[src/rtl/dzcpu_uop_sequencer.sv]
// dzcpu microcode sequencer: opcode fetch, LUT lookup, uop ROM walk and flow-control decode.
// Optional per-flow watchdog enabled by defining DZCPU_UOP_WATCHDOG_EN.
module dzcpu_uop_sequencer #(
  parameter int         UOP_W    = 13,
  parameter logic [4:0] OP_JCB   = 5'd10,
  parameter int         WDOG_MAX = 32
) (
  input  logic             iClock,
  input  logic             iReset,
  input  logic [7:0]       iMop,
  input  logic             iMopValid,
  output logic             oFetchReq,
  output logic [7:0]       oMop,
  input  logic [7:0]       iFlowIdx,
  output logic [7:0]       oCbMop,
  input  logic [7:0]       iCbFlowIdx,
  output logic [7:0]       oUopAddr,
  input  logic [UOP_W-1:0] iUop,
  input  logic             iFlagZ,
  input  logic             iStall,
  output logic             oOpValid,
  output logic [4:0]       oOp,
  output logic [3:0]       oArg,
  output logic             oPcInc,
  output logic             oUpdateFlags,
  output logic             oEof,
  output logic             oFault
);

  typedef enum logic [1:0] {S_FETCH, S_LOOKUP, S_EXEC, S_CBLOOK} state_t;

  state_t     state, state_next;
  logic [7:0] mop, cb_mop, upc;
  logic [3:0] flow;
  logic       dec_valid, dec_inc, dec_fu, dec_eof;
  logic       is_jcb, in_exec, hold, wdog_trip, fire;

  assign flow = iUop[12:9];
  assign oOp  = iUop[8:4];
  assign oArg = iUop[3:0];

  always_comb begin
    dec_valid = 1'b0;
    dec_inc   = 1'b0;
    dec_fu    = 1'b0;
    dec_eof   = 1'b0;
    case (flow)
      4'd0: dec_valid = 1'b1;
      4'd1: begin dec_valid = 1'b1; dec_inc = 1'b1; end
      4'd2: begin dec_valid = 1'b1; dec_eof = 1'b1; end
      4'd3: begin dec_valid = 1'b1; dec_inc = 1'b1; dec_eof = 1'b1; end
      4'd4: begin dec_valid = 1'b1; dec_fu = 1'b1; dec_eof = 1'b1; end
      4'd5: begin dec_valid = 1'b1; dec_inc = 1'b1; dec_fu = 1'b1; dec_eof = 1'b1; end
      4'd6: begin dec_inc = 1'b1; dec_eof = iFlagZ; dec_valid = !iFlagZ; end
      4'd7: begin dec_inc = 1'b1; dec_eof = !iFlagZ; dec_valid = iFlagZ; end
      4'd8: begin dec_valid = 1'b1; dec_fu = 1'b1; end
      4'd9: ;
      default: dec_eof = 1'b1;
    endcase
  end

  // A JCB uop needs the CB byte in the same cycle; without it the uop waits like a stall.
  assign is_jcb  = (iUop[8:4] == OP_JCB) && !dec_eof;
  assign in_exec = (state == S_EXEC);
  assign hold    = iStall || (is_jcb && !iMopValid);

`ifdef DZCPU_UOP_WATCHDOG_EN
  logic [5:0] wdog_cnt;
  logic       fault;

  assign wdog_trip = in_exec && !hold && !dec_eof && (wdog_cnt == 6'(WDOG_MAX));
  assign oFault    = fault;

  always_ff @(posedge iClock or negedge iReset) begin
    if (!iReset) begin
      wdog_cnt <= '0;
      fault    <= 1'b0;
    end else begin
      if (state == S_LOOKUP)
        wdog_cnt <= '0;
      else if (in_exec && !hold)
        wdog_cnt <= wdog_cnt + 6'd1;
      if (wdog_trip)
        fault <= 1'b1;
    end
  end
`else
  assign wdog_trip = 1'b0;
  assign oFault    = 1'b0;
`endif

  assign fire = in_exec && !hold && !wdog_trip;

  always_ff @(posedge iClock or negedge iReset) begin
    if (!iReset) state <= S_FETCH;
    else         state <= state_next;
  end

  always_comb begin
    state_next = state;
    case (state)
      S_FETCH:  if (iMopValid) state_next = S_LOOKUP;
      S_LOOKUP: state_next = S_EXEC;
      S_CBLOOK: state_next = S_EXEC;
      S_EXEC: begin
        if (in_exec && !hold) begin
          if (wdog_trip || dec_eof) state_next = S_FETCH;
          else if (is_jcb)          state_next = S_CBLOOK;
        end
      end
      default: state_next = S_FETCH;
    endcase
  end

  always_comb begin
    oFetchReq    = (state == S_FETCH);
    oOpValid     = fire && dec_valid;
    oPcInc       = fire && dec_inc;
    oUpdateFlags = fire && dec_fu;
    oEof         = fire && dec_eof;
  end

  always_ff @(posedge iClock or negedge iReset) begin
    if (!iReset) begin
      mop    <= '0;
      cb_mop <= '0;
      upc    <= '0;
    end else begin
      if (state == S_FETCH && iMopValid) mop <= iMop;
      if (state == S_LOOKUP) upc <= iFlowIdx;
      if (state == S_CBLOOK) upc <= iCbFlowIdx;
      if (fire && !dec_eof) begin
        if (is_jcb) cb_mop <= iMop;
        else        upc    <= upc + 8'd1;
      end
    end
  end

  assign oMop     = mop;
  assign oCbMop   = cb_mop;
  assign oUopAddr = upc;

endmodule

[config.mk]
export PLATFORM = sky130hd
export DESIGN_NAME = dzcpu_uop_sequencer
export DESIGN_NICKNAME = d
export VERILOG_FILES = /design/src/rtl/dzcpu_uop_sequencer.sv
export SDC_FILE = /design/constraint.sdc
export NUM_CORES = 1
export LEC_CHECK = 0
export BUFFER_PORTS_ARGS = -buffer_cell sky130_fd_sc_hd__buf_2
export CORE_ASPECT_RATIO = 1.75
export CORE_MARGIN = 2
export CORE_UTILIZATION = 25
export CTS_CLUSTER_SIZE = 12
export DETAILED_ROUTE_END_ITERATION = 16
export GPL_TIMING_DRIVEN = 0
export REMOVE_ABC_BUFFERS = 1
export SLEW_MARGIN = 10
export SYNTH_ARGS = -nofsm -noshare
export SYNTH_HDL_FRONTEND = slang
export SYNTH_SLANG_ARGS = --single-unit
[constraint.sdc]
create_clock -name iClock -period 2.19 [get_ports iClock]
set_clock_uncertainty 0.15 [all_clocks]
set_input_delay 0 -clock iClock [delete_from_list [all_inputs] [get_ports iClock]]
set_output_delay 0 -clock iClock [all_outputs]
set_load 0.005 [all_outputs]
; ---- After elaboration in Yosys (flattened, before gate mapping)
; Index checks and enable logic that the tools add are counted.
[totals]
input_bits = 42
elab_cells = 57
output_inout_bits = 39
ff_bits = 26
[classes]
n_mux = 13
add_sub_neg = 1
reduce_logical = 23
n_eq_ne = 16
[ops]
columns = operator, n
row1 = two-way mux 8 bit, 4
row2 = "equality test 4 x 3 -> 1 bit, second input constant", 4
row3 = logical AND 1 bit, 9
row4 = "adder 8 x 1 -> 8 bit, second input constant", 1
row5 = "equality test 4 x 2 -> 1 bit, second input constant", 2
row6 = "equality test 4 bit, second input constant", 2
row7 = two-way mux 2 bit, 4
row8 = OR reduction 7 bit, 1
row9 = one-hot mux 1 bit (3 select lines), 2
row10 = one-hot mux 2 bit (3 select lines), 1
row11 = "equality test 5 x 4 -> 1 bit, second input constant", 1
row12 = OR reduction 5 bit, 1
row13 = "equality test 2 bit, second input constant", 2
row14 = "equality test 4 x 1 -> 1 bit, second input constant", 1
row15 = logical NOT 1 bit, 4
row16 = logical NOT 4 bit, 1
row17 = OR reduction 4 bit, 1
row18 = "inequality test 3 bit, second input constant", 1
row19 = AND reduction 3 bit, 1
row20 = OR reduction 3 bit, 1
row21 = "equality test 2 x 1 -> 1 bit, second input constant", 1
row22 = logical NOT 2 bit, 1
row23 = two-way mux 1 bit, 2
row24 = "inequality test 2 x 1 -> 1 bit, second input constant", 1
row25 = 4 further kinds, 4

; ---- Depth between registers and ports, before layout
[logic_depth]
depth_word = 11
mapped_depth = 5
depth_no_buf = 4

; ---- Least setup slack after synthesis
; No wires, ideal clock.
[synth_path]
path_kind = reg2reg
start = register state[1]
end = register upc[4], in the netlist oUopAddr[4]
required_time_ns = 1.914
setup_slack_ns = 0.522
synth_period_minus_slack_ns = 1.668
stages_incl_launch_ff = 5
setup_ns = 0.126
path_buffers = 0
arrival_ns = 1.392
path_cell_list = dfrtp_1 -> nor2b_1 -> nand2b_1 -> or4_1 -> o311a_1
[synth_between]
elab_chain_cells = 5
elab_cells_between_ends = 9
classes_between = 3 x eq/ne / 4 x mux / 2 x reduce/logical
[synth_lines]
columns = element, line_no
row1 = "start, declared", 32  ; state_t state, state_next;
row2 = "start signal, assigned", 96  ; else state <= state_next;
row3 = equality test 2 x 1 -> 1 bit, 130  ; if (state == S_LOOKUP) upc <= iFlowIdx;
row4 = two-way mux 8 bit, 130
row5 = two-way mux 8 bit, 131  ; if (state == S_CBLOOK) upc <= iCbFlowIdx;
row6 = two-way mux 8 bit, 133  ; if (is_jcb) cb_mop <= iMop;
row7 = two-way mux 8 bit *, 132  ; if (fire && !dec_eof) begin
row8 = "end signal, assigned", 130
row9 = "end signal, assigned", 131
row10 = "end signal, assigned", 134  ; else upc <= upc + 8'd1;
row11 = "end, declared", 33  ; logic [7:0] mop, cb_mop, upc;
; Every way passes the cells marked *; elsewhere a longest branch is shown, timed or not.
; A chain may end at the register's enable or synchronous reset.

; ---- Worst setup path after layout
; Same ends and word-level chain as after synthesis.

==> metrics.md <==
| Metric | Value |
|---|---|
| Synth Area per Inst | 10.7 sq um |
| Fin util | 38.4% |
| Synth warn | 0 |
| Worst rel slew slack | 60.3% |
| Worst vdd ir | 270 uV |
| Post-CTS setup buffers | 0 |
| Worst slack, placed | -0.0820 ns |
| Final WS setup | 0.247 ns |
| Yosys reg bits | 26 |
| Dpl cell area | 1850 sq um |
| First-pass GRT wire length | 6360 microns |
| Final Max Slew Viols | 0 |
| Critical-path cell list | nor2b_1 > nand2b_1 > or4_1 > o311a_1 |
| PD cells | 908 nW/um^2 |
| CTS H-tree depth | 1 |
| Hold Slack | 0.0149 ns |
| Ys async rst share | 100% |
| Rows | 37 |
| Placed cell count | 275 |
| Worst Path Arrival | 1.96 ns |
| Netlist cell types | 42 |
| EDFF count, synth | 0 |
| Setup crit end kind | flop |
| Multi-input logic area | 751 sq um |
| Die extent in y | 106 microns |
| Number of nets with antenna violations after routing | 0 |
| DR iter-0 viols | 18 |
| Die Width | 62.6 microns |
| Post-Synthesis Cells | 140 |
| Type of origin of the critical path | flop |
| CTS Buf Count | 3 |
| Status | finished clean |
| Crit-path slowest cell | dfrtp_4 |
| Clock root buffer | clkbuf_8 |
| Buf/Inv on CP | 0 |
| Fin cells | 309 |
| Critical path class | reg2reg |
| PortBufs | 71 |
| Worst skew pair latency | 0.27 ns |
| Worst endpoint required time | 2.21 ns |
| FF-to-FF Start | state[1] |
| Layout Nets | 275 |
| DP HPWL | 2810 microns |
| FF+latch area | 656 sq um |
| Leading cell type in the layout, fill and taps excluded | buf_2 |
| Routability cong. | 0.728 |
| Worst-Margin Slew | 0.596 ns |
| Hold/Removal Path Class | in2reg |
| Seq/Total Area, Yosys | 43.4% |
| Mapped Area | 1500 sq um |
| Final min period | 1.94 ns |
| Initial core utilization | 25.7% |
| Top Ports | 81 |
| Clock Pin Slew Worst Setup and Hold Paths | 0.09 ns |
| Crit Path Max Fanout | 14 |
| Hold Path Stages | 4 |
| Final number of hold-violating endpoints | 0 |
| Layout cells sized above 1 | 46.3% |
| CP top delay family | simple AND/OR/NAND/NOR gates |
| Vias in the first global route | 1405 |
| CTS tree | done |
| Initial DRT Pass Iterations | 4 |
| Hold_sp | iFlowIdx[1] |
| Initial antenna violation count | 0 |
| Reg2reg path depth | 4 |
| Highest Clock Rate | 0.515 GHz |
| Reg2reg end | oUopAddr[4] |
| Reg2Reg Setup Slack | 0.25 ns |
| Core area | 5830 sq um |
| DR vias | 1414 |
| Most used DFF post-synth | dfrtp_1 |
| Wire per inst | 12.8 microns |
| Maximum root-to-sink buffer count | 2 |
| Gr ovfl total | 0 |
| # fillers | 631 |
| Via/cell ratio | 4.58 |
| CTS sink count | 26 |
| Final setup vio count | 0 |
| Die ar. | 6660 sq um |
| GRT Overall Usage | 12.0% |
| Pin count of the biggest net entering global routing | 27 |
| Final wirelength | 3940 microns |
| Max Cap Viol | 0 |
| Hold EP | oUopAddr[1] |
| Critical path's largest stage delay | 0.57 ns |
| Ant diodes | 0 |
| Final period utilization | 88.7% |
| DRC Markers | 0 |
| RSZ-0062 raised after global routing | false |
| Commonest non-fill, non-tap cells in the layout | 71 x buf_2, 30 x dlygate4sd3_1, 24 x dfrtp_1, 17 x mux2_2 |
| Leak pwr | 1.05 nW |
| Final Cell Area | 2240 sq um |
| Layout area overhead | 49.2% |
[power breakdown]
group          switching [mW]  leakage (nW)  internal (mW)
combinational           0.310         0.701          0.465
clock                   0.159        0.0357          0.245
sequential              0.206         0.315          0.648
[Yosys cell counts, types with 2 or more instances]
cell / n / share of area (%)
nor3_1: 4 / 1.3
buf_4: 10 / 5.0
o311a_1: 3 / 2.0
mux2_2: 17 / 13
or3_1: 2 / 0.83
nand4_1: 3 / 1.3
nor4_1: 2 / 0.83
dfrtp_1: 26 / 43
and3_1: 2 / 0.83
nand2b_1: 3 / 1.3
o21ai_0: 3 / 1.0
inv_1: 2 / 0.50
o31a_2: 2 / 1.3
o31a_1: 2 / 1.2
mux2i_1: 9 / 6.0
a31o_2: 2 / 1.2
nor2_1: 7 / 1.8
nand2_1: 9 / 2.3
a211o_2: 2 / 1.3
nor2b_1: 2 / 0.83
a21oi_1: 6 / 2.0
clkbuf_1: 2 / 0.50
[routing by layer]
metal	vias to the layer above	GRT usage, %	part of all wire, %
met4	0	6.51	2.1
met2	37	22.7	54
met3	5	0.741	2.8
li1	692	-	-
met1	680	13.0	41
met5	-	0	0
[registers in the layout, indices dropped and copies added (netlist names)]
| register | cells |
|---|---|
| oUopAddr | 8 |
| oCbMop | 8 |
| oMop | 8 |
| state | 2 |
[stage by stage]
step	power (mW)	TNS [ns]
after CTS	2.05	0
after detailed placement	1.56	-0.0965
after global routing	2.18	0
final	2.03	0
after floorplan	1.22	0
after global placement	1.55	-0.107
[cell type report]
type	count	share of cell area [%]
multi-input cells	98	33.5
clock inverters	1	1.34
repair buffers	101	29.3
clock buffers	3	1.84
well taps	78	4.36
flip-flops and latches	26	29.3
inverters	2	0.335
[cell families after synthesis]
logic type | share of synthesized area [%]
buf+inv | 7.09
simple gates | 16.7
compound gates | 12.4
fa+ha+maj | 0.834
xor+xnor | 0.584
other cells | 0.250
mux | 18.8
flops | 43.4
[tightest hold or removal path, stage by stage]
cell     delay (ns)
buf_2          0.07
mux2i_1        0.05
a21oi_1        0.14
mux2_2         0.15
[worst max-delay path by stage]
stage / from / end / slack [ns] / cells past startpoint
detailed placement: state[1] / oUopAddr[1] / -0.08 / 4
global route: state[1] / oUopAddr[4] / 0.08 / 4
global placement: state[1] / oUopAddr[1] / -0.08 / 4
floorplan: state[1] / oUopAddr[4] / 0.25 / 4
CTS: state[0] / oUopAddr[1] / 0.006 / 4
finish: state[1] / oUopAddr[4] / 0.25 / 4
[repair_timing]
item,in CTS,in global routing
hold buffers,30,0
setup endpoints to repair,10,3
pin swaps,0,0
resized for setup,1,4
endpoints found under the hold margin,55,0
No activity file was read; power rests on OpenSTA's default activity.
